`src/rtl/ram16x8_arbiter_pkg.sv`:
```
// Shared types and constants for the 16x8 dual-port RAM access controller.
package ram16x8_arbiter_pkg;

  localparam int unsigned RAM_WIDTH = 8;
  localparam int unsigned RAM_DEPTH = 16;
  localparam int unsigned ADDR_SIZE = 4;

  localparam logic [RAM_WIDTH-1:0] INIT_VALUE = 8'h00;

  // Client ids double as bit positions in the request/grant vectors.
  localparam int unsigned CLI_A = 0;
  localparam int unsigned CLI_B = 1;

  typedef enum logic {
    ST_INIT = 1'b0,
    ST_RUN  = 1'b1
  } state_e;

endpackage

```
`src/rtl/ram16x8_arbiter_if.sv`:
```
// Client-side request/grant/read-return bus for both RAM clients.
interface ram16x8_arbiter_if;
  import ram16x8_arbiter_pkg::*;

  logic                 a_req;
  logic                 a_we;
  logic [ADDR_SIZE-1:0] a_addr;
  logic [RAM_WIDTH-1:0] a_wdata;
  logic                 a_gnt;
  logic                 a_rvalid;
  logic [RAM_WIDTH-1:0] a_rdata;

  logic                 b_req;
  logic                 b_we;
  logic [ADDR_SIZE-1:0] b_addr;
  logic [RAM_WIDTH-1:0] b_wdata;
  logic                 b_gnt;
  logic                 b_rvalid;
  logic [RAM_WIDTH-1:0] b_rdata;

  // Clients issue requests and receive grants and read data.
  modport master (
    output a_req, a_we, a_addr, a_wdata,
    output b_req, b_we, b_addr, b_wdata,
    input  a_gnt, a_rvalid, a_rdata,
    input  b_gnt, b_rvalid, b_rdata
  );

  // The arbiter accepts requests and returns grants and read data.
  modport slave (
    input  a_req, a_we, a_addr, a_wdata,
    input  b_req, b_we, b_addr, b_wdata,
    output a_gnt, a_rvalid, a_rdata,
    output b_gnt, b_rvalid, b_rdata
  );

endinterface

```
`src/rtl/ram16x8_arbiter_rr_arb2.sv`:
```
// Two-input round-robin arbiter; pointer names the client favoured on a tie.
module rr_arb2 (
  input  logic       clk,
  input  logic       rst_n,
  input  logic [1:0] req,
  input  logic       upd,
  output logic [1:0] gnt,
  output logic       ptr
);

  logic ptr_q;

  // Tie goes to the pointer's client; a lone requester always wins.
  always_comb begin
    gnt = req;
    if (req == 2'b11) begin
      gnt = ptr_q ? 2'b10 : 2'b01;
    end
  end

  // After an accepted grant, favour the other client next time.
  always_ff @(posedge clk or negedge rst_n) begin
    if (!rst_n) begin
      ptr_q <= 1'b0;
    end else if (upd && (gnt != 2'b00)) begin
      ptr_q <= ~gnt[1];
    end
  end

  assign ptr = ptr_q;

endmodule

```
`src/rtl/ram16x8_arbiter.sv`:
```
// Two-client controller for a 16x8 dual-port RAM: per-port round-robin,
// same-address read-during-write blocking, read return and RAM clear.
module ram16x8_arbiter
  import ram16x8_arbiter_pkg::*;
(
  input  logic                 clk,
  input  logic                 rst_n,
  ram16x8_arbiter_if.slave     bus,
  input  logic                 init_req,
  output logic                 init_busy,
  output logic                 ram_wr_en,
  output logic                 ram_rd_en,
  output logic [ADDR_SIZE-1:0] ram_wr_addr,
  output logic [ADDR_SIZE-1:0] ram_rd_addr,
  output logic [RAM_WIDTH-1:0] ram_d_in,
  input  logic [RAM_WIDTH-1:0] ram_d_out
);

  state_e               state_q, state_d;
  logic [ADDR_SIZE-1:0] clr_cnt_q, clr_cnt_d;
  logic [1:0]           rvalid_q;

  logic                 run;
  logic [1:0]           wr_req, rd_req;
  logic [1:0]           wr_gnt, rd_win, rd_gnt;
  logic                 wptr, rptr;
  logic                 wr_idx, rd_idx;
  logic [ADDR_SIZE-1:0] wr_addr, rd_addr;
  logic [RAM_WIDTH-1:0] wr_data;
  logic                 hazard;

  assign run = (state_q == ST_RUN);

  // Split requests into per-port candidates; nothing competes during a clear.
  assign wr_req[CLI_A] = run & bus.a_req &  bus.a_we;
  assign wr_req[CLI_B] = run & bus.b_req &  bus.b_we;
  assign rd_req[CLI_A] = run & bus.a_req & ~bus.a_we;
  assign rd_req[CLI_B] = run & bus.b_req & ~bus.b_we;

  rr_arb2 u_wr_arb (
    .clk   (clk),
    .rst_n (rst_n),
    .req   (wr_req),
    .upd   (1'b1),
    .gnt   (wr_gnt),
    .ptr   (wptr)
  );

  rr_arb2 u_rd_arb (
    .clk   (clk),
    .rst_n (rst_n),
    .req   (rd_req),
    .upd   (~hazard),
    .gnt   (rd_win),
    .ptr   (rptr)
  );

  // Winner index per port steers the address/data muxes.
  assign wr_idx  = (wr_req == 2'b11) ? wptr : wr_req[CLI_B];
  assign rd_idx  = (rd_req == 2'b11) ? rptr : rd_req[CLI_B];
  assign wr_addr = wr_idx ? bus.b_addr  : bus.a_addr;
  assign wr_data = wr_idx ? bus.b_wdata : bus.a_wdata;
  assign rd_addr = rd_idx ? bus.b_addr  : bus.a_addr;

  // A read colliding with this cycle's write waits; its pointer stays put.
  assign hazard = (wr_gnt != 2'b00) && (rd_win != 2'b00) && (rd_addr == wr_addr);
  assign rd_gnt = hazard ? 2'b00 : rd_win;

  assign bus.a_gnt = wr_gnt[CLI_A] | rd_gnt[CLI_A];
  assign bus.b_gnt = wr_gnt[CLI_B] | rd_gnt[CLI_B];

  // State, clear counter and read-return owner/pending register.
  always_ff @(posedge clk or negedge rst_n) begin
    if (!rst_n) begin
      state_q   <= ST_INIT;
      clr_cnt_q <= '0;
      rvalid_q  <= 2'b00;
    end else begin
      state_q   <= state_d;
      clr_cnt_q <= clr_cnt_d;
      rvalid_q  <= rd_gnt;
    end
  end

  // Next state and RAM port drive: clear sweep in INIT, granted traffic in RUN.
  always_comb begin
    state_d     = state_q;
    clr_cnt_d   = '0;
    init_busy   = 1'b0;
    ram_wr_en   = 1'b0;
    ram_wr_addr = wr_addr;
    ram_d_in    = wr_data;
    ram_rd_en   = 1'b0;
    ram_rd_addr = rd_addr;
    unique case (state_q)
      ST_INIT: begin
        init_busy   = 1'b1;
        ram_wr_en   = 1'b1;
        ram_wr_addr = clr_cnt_q;
        ram_d_in    = INIT_VALUE;
        clr_cnt_d   = ADDR_SIZE'(clr_cnt_q + 1'b1);
        if (clr_cnt_q == ADDR_SIZE'(RAM_DEPTH - 1)) begin
          state_d = ST_RUN;
        end
      end
      ST_RUN: begin
        ram_wr_en = (wr_gnt != 2'b00);
        ram_rd_en = (rd_gnt != 2'b00);
        if (init_req) begin
          state_d = ST_INIT;
        end
      end
      default: state_d = ST_INIT;
    endcase
  end

  // Read data is shared; rvalid marks which client owns it.
  assign bus.a_rvalid = rvalid_q[CLI_A];
  assign bus.b_rvalid = rvalid_q[CLI_B];
  assign bus.a_rdata  = ram_d_out;
  assign bus.b_rdata  = ram_d_out;

endmodule

```
`src/flat_wrapper.sv`:
```
// flat-port wrapper written by rule: the top's interface ports become plain ports
module ram16x8_arbiter_flat import ram16x8_arbiter_pkg::*;
  (clk, rst_n, init_req, init_busy, ram_wr_en, ram_rd_en, ram_wr_addr, ram_rd_addr, ram_d_in, ram_d_out, bus_a_req, bus_a_we, bus_a_addr, bus_a_wdata, bus_b_req, bus_b_we, bus_b_addr, bus_b_wdata, bus_a_gnt, bus_a_rvalid, bus_a_rdata, bus_b_gnt, bus_b_rvalid, bus_b_rdata);
  ram16x8_arbiter_if bus_i ();
  input  logic clk;
  input  logic rst_n;
  input  logic init_req;
  output logic init_busy;
  output logic ram_wr_en;
  output logic ram_rd_en;
  output logic [ADDR_SIZE-1:0] ram_wr_addr;
  output logic [ADDR_SIZE-1:0] ram_rd_addr;
  output logic [RAM_WIDTH-1:0] ram_d_in;
  input  logic [RAM_WIDTH-1:0] ram_d_out;
  input wire logic [$bits(bus_i.a_req)-1:0] bus_a_req;
  input wire logic [$bits(bus_i.a_we)-1:0] bus_a_we;
  input wire logic [$bits(bus_i.a_addr)-1:0] bus_a_addr;
  input wire logic [$bits(bus_i.a_wdata)-1:0] bus_a_wdata;
  input wire logic [$bits(bus_i.b_req)-1:0] bus_b_req;
  input wire logic [$bits(bus_i.b_we)-1:0] bus_b_we;
  input wire logic [$bits(bus_i.b_addr)-1:0] bus_b_addr;
  input wire logic [$bits(bus_i.b_wdata)-1:0] bus_b_wdata;
  output wire logic [$bits(bus_i.a_gnt)-1:0] bus_a_gnt;
  output wire logic [$bits(bus_i.a_rvalid)-1:0] bus_a_rvalid;
  output wire logic [$bits(bus_i.a_rdata)-1:0] bus_a_rdata;
  output wire logic [$bits(bus_i.b_gnt)-1:0] bus_b_gnt;
  output wire logic [$bits(bus_i.b_rvalid)-1:0] bus_b_rvalid;
  output wire logic [$bits(bus_i.b_rdata)-1:0] bus_b_rdata;
  assign bus_i.a_req = bus_a_req;
  assign bus_i.a_we = bus_a_we;
  assign bus_i.a_addr = bus_a_addr;
  assign bus_i.a_wdata = bus_a_wdata;
  assign bus_i.b_req = bus_b_req;
  assign bus_i.b_we = bus_b_we;
  assign bus_i.b_addr = bus_b_addr;
  assign bus_i.b_wdata = bus_b_wdata;
  assign bus_a_gnt = bus_i.a_gnt;
  assign bus_a_rvalid = bus_i.a_rvalid;
  assign bus_a_rdata = bus_i.a_rdata;
  assign bus_b_gnt = bus_i.b_gnt;
  assign bus_b_rvalid = bus_i.b_rvalid;
  assign bus_b_rdata = bus_i.b_rdata;
  ram16x8_arbiter u_core (.clk(clk), .rst_n(rst_n), .bus(bus_i), .init_req(init_req), .init_busy(init_busy), .ram_wr_en(ram_wr_en), .ram_rd_en(ram_rd_en), .ram_wr_addr(ram_wr_addr), .ram_rd_addr(ram_rd_addr), .ram_d_in(ram_d_in), .ram_d_out(ram_d_out));
endmodule
```
`config.mk`:
```
export PLATFORM = sky130hd
export DESIGN_NAME = ram16x8_arbiter_flat
export DESIGN_NICKNAME = d
export VERILOG_FILES = /design/src/rtl/ram16x8_arbiter_pkg.sv /design/src/rtl/ram16x8_arbiter_if.sv /design/src/rtl/ram16x8_arbiter_rr_arb2.sv /design/src/rtl/ram16x8_arbiter.sv /design/src/flat_wrapper.sv
export SDC_FILE = /design/constraint.sdc
export NUM_CORES = 1
export LEC_CHECK = 0
export BUFFER_PORTS_ARGS = -buffer_cell sky130_fd_sc_hd__buf_2
export CAP_MARGIN = 20
export CORE_UTILIZATION = 41
export DETAILED_ROUTE_END_ITERATION = 10
export PLACE_DENSITY_LB_ADDON = 0.25
export SETUP_SLACK_MARGIN = 0.3
export SLEW_MARGIN = 40
export SYNTH_ARGS = -nofsm -noshare
export SYNTH_HDL_FRONTEND = slang
export SYNTH_SLANG_ARGS = --single-unit
```
`constraint.sdc`:
```
create_clock -name clk -period 2.3 [get_ports clk]
set_input_delay 0.115 -clock clk [delete_from_list [all_inputs] [get_ports clk]]
set_output_delay 0.115 -clock clk [all_outputs]
set_load 0.005 [all_outputs]
```
======== Word-level counts from Yosys, hierarchy flattened ========
Cells that the tools add are included.
cells by class
  $add $sub $neg .......................... 1
  $mul .................................... 0
  div/mod/pow operators ................... 0
  $lt $le $gt $ge ......................... 0
  eq/ne operators ......................... 4
  shifts and indexed selects .............. 0
  multiplexer cells ....................... 19
  bitwise operators ....................... 14
  reduce and logical (&&, ||, !) cells .... 6
operators by type and width
  operator             count
  $mux 4               4
  $mux 8               2
  $mux 2               5
  $and 1x1->1          6
  $mux 1               6
  $not 1->1            6
  $reduce_bool 2->1    3
  $add 4x1->4 const B  1
  $eq 2x2->1 const B   2
  $eq 4x4->1           1
  $eq 4x4->1 const B   1
  $pmux 1 s2           2
  $logic_and 1x1->1    3
  $or 1x1->1           2
word-level totals
  bits in registers ....................... 9
  latch bits .............................. 0
  RAM bits ................................ 0
  memory bits (read-only) ................. 0
  input port bits ......................... 39
  output and inout bits ................... 39
  word-level logic and storage cells ...... 49
  memories kept ........................... 0

======== Depth between registers and ports, before layout ========
Gate-level depths: netlist of run 1.
  depth in word-level cells ............... 10
  mapped depth ............................ 6
  mapped depth without buffers ............ 4

======== Hierarchy ========
From an unflattened synthesis of run 1, not the netlist that was laid out.
second synthesis, totals
  cells, all modules ...................... 112
  area, all modules ....................... 943.4 µm²
by module, submodules not included
  module           times used  cells each  area an instance (µm²)  sequential area each (µm²)
  ram16x8_arbiter  1           100         833.3                   175.2
  rr_arb2          2           6           55.1                    25.0

======== Worst setup path after synthesis of run 1 ========
OpenSTA, ideal clock, no wires.
  kind .................................... register to output
  start ................................... reg u_core.u_rd_arb.ptr_q, in the netlist u_core.u_rd_arb.ptr
  end ..................................... out bus_b_gnt
  arrival ................................. 1.339 ns
  required time ........................... 2.185 ns
  slack ................................... 0.846 ns
  stages on the path, launching flop included .. 6
  path buffers ............................ 1
  cell sequence ........................... dfrtp_1 or3b_1 and3_1 buf_6 o31a_4 or2_1
between the ends
  longest elaborated chain between the ends .. 7
  elaborated cells between the ends (all ways) .. 10
  those cells by class .................... eq/ne: 1; mux: 5; bitwise: 1; reduce/logical: 3
ends and longest elaborated chain
  what                             RTL line                       RTL
  start: declaration               ram16x8_arbiter_rr_arb2.sv:11  logic ptr_q;
  start signal: assignment         ram16x8_arbiter_rr_arb2.sv:26  ptr_q <= ~gnt[1];
  $mux 2                           ram16x8_arbiter_rr_arb2.sv:17  gnt = ptr_q ? 2'b10 : 2'b01;
  $mux 2                           ram16x8_arbiter_rr_arb2.sv:16  if (req == 2'b11) begin
  $reduce_bool 2->1                ram16x8_arbiter.sv:66          assign hazard = (wr_gnt != 2'b00) && (rd_win != 2'b00) && (rd_addr == wr_addr);
  $logic_and 1x1->1 (2 in series)  ram16x8_arbiter.sv:66
  $mux 2 (*)                       ram16x8_arbiter.sv:67          assign rd_gnt = hazard ? 2'b00 : rd_win;
  net u_core.rd_gnt[1]             ram16x8_arbiter.sv:25          logic [1:0] wr_gnt, rd_win, rd_gnt;
  $or 1x1->1 (*)                   ram16x8_arbiter.sv:70          assign bus.b_gnt = wr_gnt[CLI_B] | rd_gnt[CLI_B];
  end: declaration                 flat_wrapper.sv:26             output wire logic [$bits(bus_i.b_gnt)-1:0] bus_b_gnt;
The timed path passes the listed nets; every way through them passes the cells marked *.

======== Worst setup path after layout of run 1 ========
Ends and elaborated chain as after synthesis.

==> reports/results.ini, run 1 <==
[status]
outcome = complete, no violations

[clock_tree]
cts_made_buffers = 3
clk_pin_slew_worst_paths_ns = 0.06
cts_tree = yes
cts_sinks = 9
h-tree-depth = 1
clk_latency_ns = 0.27
root_buffer = clkbuf_4
post_cts_resized = 0
clk_path_buf_depth = 2

[global_route]
grt_max_degree = 18
grt_usage = 0.194
grt_pass1_vias = 868
antenna_found_initial = 0
grt_pass1_wl_um = 3790
overflow = 0

[routing]
wl_per_cell_um = 11.9
viasPerCell = 5.02
vias = 944
drt-total-wl_um = 2230
ant_nets = 0
firstDrtPassIters = 4
drc = 0
drt_iter0_markers = 12

[critical_path]
worstPathCellList = or3b_1 > and3_1 > o31a_4 > or2_1 > buf_2
required_ns = 2.18
critPathLaunch = u_core.u_rd_arb.ptr
reg2reg_depth = 4
path_class = reg2out
crit_end = bus_b_gnt
arrival_ns = 1.78
cp-end-kind = output port
startpoint_type = flop
reg2reg_slack_ns = 0.85
critical_path.max_fanout = 5
r2r-end = u_core.u_rd_arb.ptr
r2r_start = u_core.u_rd_arb.ptr
cpMaxStageDelayCell = dfrtp_1
max_stage_delay_ns = 0.39

[power_and_ir_drop]
cellPowerDensity_mw_per_mm2 = 758
p_total_w = 0.000849
leakage_nw = 0.591
peakVddDrop_mv = 0.560

[floorplanning]
ios = 78
start_util = 0.456
die_height_um = 49.9
core_area_sq_mm = 0.00206
dieArea_sq_mm = 0.00249
die_w_um = 49.9
row_count = 16

[timing]
maxSlewHeadroom = 0.713
fin_crit_ns = 1.90
tns_ns = 0
setup_viol_count_final = 0
slew_violations = 0
holdWs_ns = 0.0318
timing.final.crit_share = 0.826
max_freq_ghz = 0.527
hold_viol_final = 0
worstMarginPinSlew_ns = 0.431
rsz0062_at_grt = false
fin_worst_skew_ns = 0.00745

[synthesis]
synth-seq-cells = 9
synthArstFlopShare = 1.00
synth_top_area_share = 0.239
synth_area_per_cell_sq_um = 7.53
synthesis.nets = 165
synth_ff_type = dfrtp_1
ys_top_cells_by_area = dfrtp_1, buf_4, nand2_1
ys_warn_count = 0
yosysSeqAreaShare = 0.239
synthCells = 125
yosysUniqueCellTypes = 32
yosysTopAreaCell = dfrtp_1
synth_edf_count = 0
syn_area_sq_um = 941

[place]
gp_congestion = 0.916
io_buffers = 53
place_inst = 183
dpl.hpwl_um = 1760

[final_layout]
layout.cells.non_filler = 188
layout_commonest_cell = buf_2
final_cell_mix = buf_2, nand2_1, a21oi_1, dfrtp_1, nor2_1
fill_cells = 203
drive_above_1_share = 0.398
fin_nets = 202
area_growth_pct = 19.0
antennaDiodeCount = 0

[hold_path]
hold_path_class = in2reg

[run]
max-cap-violations = 0

critical path, delay by kind of cell (launching register included):
kind            cells  cell delay (ns)
flops               1             0.39
buf+inv             1             0.12
simple gates        3             0.85
compound gates      1             0.16
synth_stat cells (3+ instances only):
cell type and n:
dfrtp_1 9, clkbuf_1 3, mux2_4 4, inv_1 3, xnor2_1 5, buf_4 16, a21oi_1 10, nor2_1 8
nand2_1 31, a31oi_1 5, nand3_1 4
routing by layer:
metal | track usage | vias to the layer above | routed length, um
li1 | - | 479 | -
met1 | 0.248 | 423 | 1010
met2 | 0.318 | 39 | 1080
met3 | 0.0617 | 3 | 133
met4 | 0.0429 | 0 | 8
met5 | 0 | - | 0
area by class of cell:
cell class                 instances  area, sq um  share of cell area
clock buffer                       4         26.3              0.0235
inverter                           3         11.3              0.0101
multi-input combinational         90          541               0.483
sequential                         9          225               0.201
tap                               27         33.8              0.0302
timing repair buffer              55          283               0.253
worst min path at each step:
stage                        start  slack, ns  cells after the start                  end
after floorplan              rst_n      -0.18                      0  u_core.clr_cnt_q[0]
after global placement       rst_n      -0.03                      1  u_core.u_rd_arb.ptr
after detailed placement     rst_n      -0.03                      1   u_core.rvalid_q[0]
after CTS                 init_req       0.03                      2           u_core.run
after global routing      init_req       0.02                      2           u_core.run
final                     init_req       0.03                      2           u_core.run
cells by family (layout without fill, tap and decap cells):
group | after synthesis | in the layout | share of synthesized area
flops | 9 | 9 | 0.239
fa+ha+maj | 1 | 1 | 0.0133
mux | 5 | 5 | 0.0745
simple gates | 54 | 54 | 0.259
compound gates | 23 | 23 | 0.162
xor+xnor | 7 | 7 | 0.0652
buf+inv | 26 | 62 | 0.186
sequential cells by signal, summed over array words and instances, names as in the netlist:
signal               cells
u_core.clr_cnt_q         4
u_core.rvalid_q          2
u_core.run               1
u_core.u_wr_arb.ptr      1
u_core.u_rd_arb.ptr      1
where the power goes:
| group | switching, W | total (W) | internal [W] |
|---|---|---|---|
| combinational | 0.000233 | 0.000449 | 0.000216 |
| sequential | 0.0000526 | 0.000275 | 0.000223 |
| clock | 0.0000576 | 0.000125 | 0.0000670 |
timing repair:
item | in CTS | in global routing
hold buffers | 1 | 0
endpoints found under the hold margin | 9 | 0
setup buffers | 0 | 0
metrics by stage:
step / area [sq um] / setup slack, ns / util
CTS: 1120 / 0.392 / 0.543
finish: 1120 / 0.401 / 0.543
detailed placement: 1080 / 0.681 / 0.525
floorplan: 941 / 0.846 / -
global route: 1120 / 0.308 / 0.543
global placement: 1080 / 0.708 / 0.525
Power figures use the tool's default switching activity.
==> inputs of run 2 (changes only) <==
--- a/config.mk
+++ b/config.mk
@@ -5,9 +5,10 @@
 export SDC_FILE = /design/constraint.sdc
 export NUM_CORES = 1
 export LEC_CHECK = 0
+export ABC_AREA = 1
 export BUFFER_PORTS_ARGS = -buffer_cell sky130_fd_sc_hd__buf_2
 export CAP_MARGIN = 20
-export CORE_UTILIZATION = 41
+export CORE_UTILIZATION = 40
 export DETAILED_ROUTE_END_ITERATION = 10
 export PLACE_DENSITY_LB_ADDON = 0.25
 export SETUP_SLACK_MARGIN = 0.3
==> constraint.sdc (replaced) <==
create_clock -name clk -period 1.9 [get_ports clk]
set_input_delay 0.095 -clock clk [delete_from_list [all_inputs] [get_ports clk]]
set_output_delay 0.095 -clock clk [all_outputs]
set_load 0.005 [all_outputs]
==> run 2 against run 1 <==
Net effect: the run now ends with negative setup slack left; via count grew 23%; global-route usage rose by 0.23 points; sequential power up 23%; worst hold slack gained 0.022 ns; cell area up 20%; critical path depth up 7; highest routed layer is now met3; critical path type unchanged.
==> reports/results.ini, run 2 <==
[status]
outcome = finished, violations left
violations = negative setup slack

[critical_path]
arrival_ns = 1.87  ; +0.09 ns
required_ns = 1.80  ; -0.38 ns
path_delay_family = simple AND/OR/NAND/NOR gates
cp_common_cell = nand2_2
path_class = reg2out
max_stage_delay_ns = 0.46  ; +0.07 ns
critical_path.max_fanout = 9  ; +4
worst-path-buf-inv = 1  ; unchanged
cp-end-kind = output port
cpMaxStageDelayCell = dfrtp_2
worstPathCellList = nand2_2 > nor2_4 > nand2_4 > nand2_8 > nand2_1 > nand2_2 > nor2_1 > nor2_2 > nand3_2 > nand2_2 > o21ai_1 > buf_2
startpoint_type = flop

[final_layout]
largest_reg_flops = 4  ; unchanged
final_cell_mix = buf_2, nand2_1, inv_1, nor2_1
layout_commonest_cell = buf_2
reg_top3 = u_core.clr_cnt_q (4), u_core.rvalid_q (2)
drive_above_1_share = 0.427  ; +0.0297
fin_nets = 254  ; +26%
area_growth_pct = 31.1
top_register = u_core.clr_cnt_q
layout.cells.non_filler = 241  ; +28%
antennaDiodeCount = 0  ; unchanged

[timing]
timing.final.crit_share = 1.03
rsz0062_at_grt = true
setup_viol_count_final = 3  ; +3
slew_violations = 0  ; unchanged
tns_ns = -0.148  ; -0.148 ns
hold_viol_final = 0  ; unchanged
maxSlewHeadroom = 0.820  ; +0.107
max_freq_ghz = 0.510
fin_worst_skew_ns = 0.00381  ; -0.00364 ns
fin_crit_ns = 1.96
timing.final.ws_setup_ns = -0.0604  ; -0.461 ns
worstMarginPinSlew_ns = 0.269  ; -0.162 ns

[place]
gp_congestion = 0.861  ; -6.1%
place_inst = 230  ; +26%
dp_slack_ns = 0.145  ; -0.535 ns
io_buffers = 53  ; unchanged
dpl.hpwl_um = 2070  ; +17%

[synthesis]
synth-seq-cells = 9  ; unchanged
synth-adder-area-share = 0.0122  ; -0.00112
synth_ff_type = dfrtp_1
synthSimpleGateAreaFrac = 0.432  ; +0.173
synthCells = 165  ; +32%
synthesis.nets = 205  ; +24%
yosysTopAreaCell = dfrtp_1
yosysSeqAreaShare = 0.219  ; -0.0201
synth_compound_area_frac = 0.104  ; -0.0587
synth_mux_area_frac = 0  ; -0.0745
synth_area_per_cell_sq_um = 6.23  ; -17%
synthArstFlopShare = 1.00  ; unchanged
ys_top_cells_by_count = nand2_1, inv_1, nor2_1, buf_4
synth_xor_xnor_area_share = 0.00853  ; -0.0566
yosysUniqueCellTypes = 26  ; -19%
syn_area_sq_mm = 0.00103  ; +9.2%
synth_top_area_share = 0.219  ; -0.0201
ys_warn_count = 0  ; unchanged
ys_top_cells_by_area = dfrtp_1, nand2_1, buf_4
synth_top_family_by_area = simple AND/OR/NAND/NOR gates
synth_most_common_cell = nand2_1
synth_edf_count = 0  ; unchanged

[power_and_ir_drop]
switching_share = 0.442  ; +0.0372
peakVddDrop_mv = 0.750  ; +34%
power.switching_w = 0.000528  ; +54%
power.internal_w = 0.000666  ; +32%
clock_power_share = 0.120  ; -0.027
pwr-share-seq = 0.284  ; -0.040
p_comb_frac = 0.596  ; +0.067
leakage_nw = 0.836  ; +41%
cellPowerDensity_mw_per_mm2 = 887  ; +17%

[clock_tree]
cts_made_buffers = 3  ; unchanged
clk_pin_slew_worst_paths_ns = 0.06  ; about the same
root_buffer = clkbuf_4
cts_sinks = 9  ; unchanged
h-tree-depth = 1  ; unchanged
clk_latency_ns = 0.26  ; about the same
clk_path_buf_depth = 2  ; unchanged
cts_tree = yes

[global_route]
grt_pass1_vias = 1052  ; +21%
grt_pass1_wl_um = 4060  ; +7.1%
overflow = 0  ; unchanged
grt_max_degree = 12  ; -6
grt_usage = 0.197  ; +0.00229
antenna_found_initial = 0  ; unchanged

[floorplanning]
row_count = 17  ; +1
die_height_um = 52.7  ; +5.6%
ios = 78  ; unchanged
die_w_um = 52.7  ; +5.6%
core_area_sq_mm = 0.00232  ; +12%
start_util = 0.443  ; -0.0132
dieArea_sq_mm = 0.00277  ; +11%

[routing]
drt_iter0_markers = 21  ; +9
drc = 0  ; unchanged
firstDrtPassIters = 4  ; unchanged
wl_per_cell_um = 11.1  ; -7.0%
vias = 1162  ; +23%
viasPerCell = 4.82  ; -4.0%
drt-total-wl_um = 2660  ; +19%
ant_nets = 0  ; unchanged

[hold_path]
hold_path_class = in2reg

[run]
max-cap-violations = 0  ; unchanged

-- run 2: cell count changes after synthesis, sizes merged, moves of 3 or more --
cell,delta
a31oi,-4
mux2,-4
a21oi,-9
xnor2,-5
nor2,+16
nand2,+20
clkinv,+3
nand3,+11
inv,+18
o21ai,+16
buf,-3
-- run 2: kinds of logic after synthesis --
group           Yosys count
simple gates             91
flops                     9
buf+inv                  43
xor+xnor                  1
compound gates           20
fa+ha+maj                 1
-- run 2: power by group through the flow --
stage                     combinational (W)  clock [W]  sequential [W]
final                              0.000711   0.000143        0.000339
after global routing               0.000800   0.000157        0.000349
after CTS                          0.000676   0.000151        0.000341
after detailed placement           0.000648          0        0.000341
after global placement             0.000644          0        0.000336
after floorplan                    0.000452          0        0.000313
-- run 2: layout make-up --
| type | instances | area [sq um] |
|---|---|---|
| clock buffer | 4 | 26.3 |
| inverter | 24 | 96.3 |
| multi-input combinational | 114 | 623 |
| tap | 28 | 35.0 |
| fill | 229 | 972 |
| timing repair buffer | 62 | 339 |
| sequential | 9 | 226 |
-- run 2: per-stage QoR --
stage	total power (W)	instance area, sq um	hold WS [ns]	util
after floorplan	0.000765	1030	-0.201	-
after detailed placement	0.000989	1210	-0.0486	0.522
after global routing	0.00131	1350	0.0402	0.581
after global placement	0.000980	1210	-0.0519	0.522
after CTS	0.00117	1300	0.0388	0.560
final	0.00119	1350	0.0535	0.581
-- run 2: worst paths after layout --
path	from	endpoint	slack, ns	cells past startpoint
worst max register to register	u_core.run	u_core.u_rd_arb.ptr	0.16	14
min in group asynchronous	rst_n	u_core.clr_cnt_q[1]	0.21	2
max in group asynchronous	rst_n	u_core.run	1.50	2
worst min register to register	u_core.clr_cnt_q[0]	u_core.clr_cnt_q[0]	0.51	1
worst min-delay path	init_req	u_core.run	0.05	2
worst max-delay path	u_core.run	bus_a_gnt	-0.06	12
-- run 2: what timing repair did --
item	in CTS	in global routing
setup buffers	2	3
endpoints found under the hold margin	9	0
gates cloned	1	0
gates resized for setup	9	7
endpoints found under the setup margin	20	20
hold buffers	1	0
pin swaps	3	7
-- run 2: layer usage --
metal	GRT usage	wire (um)	part of all wire
met3	0.0435	158	0.059
met2	0.384	1420	0.53
met1	0.216	1090	0.41
met4	0.0263	0	0
met5	0	0	0
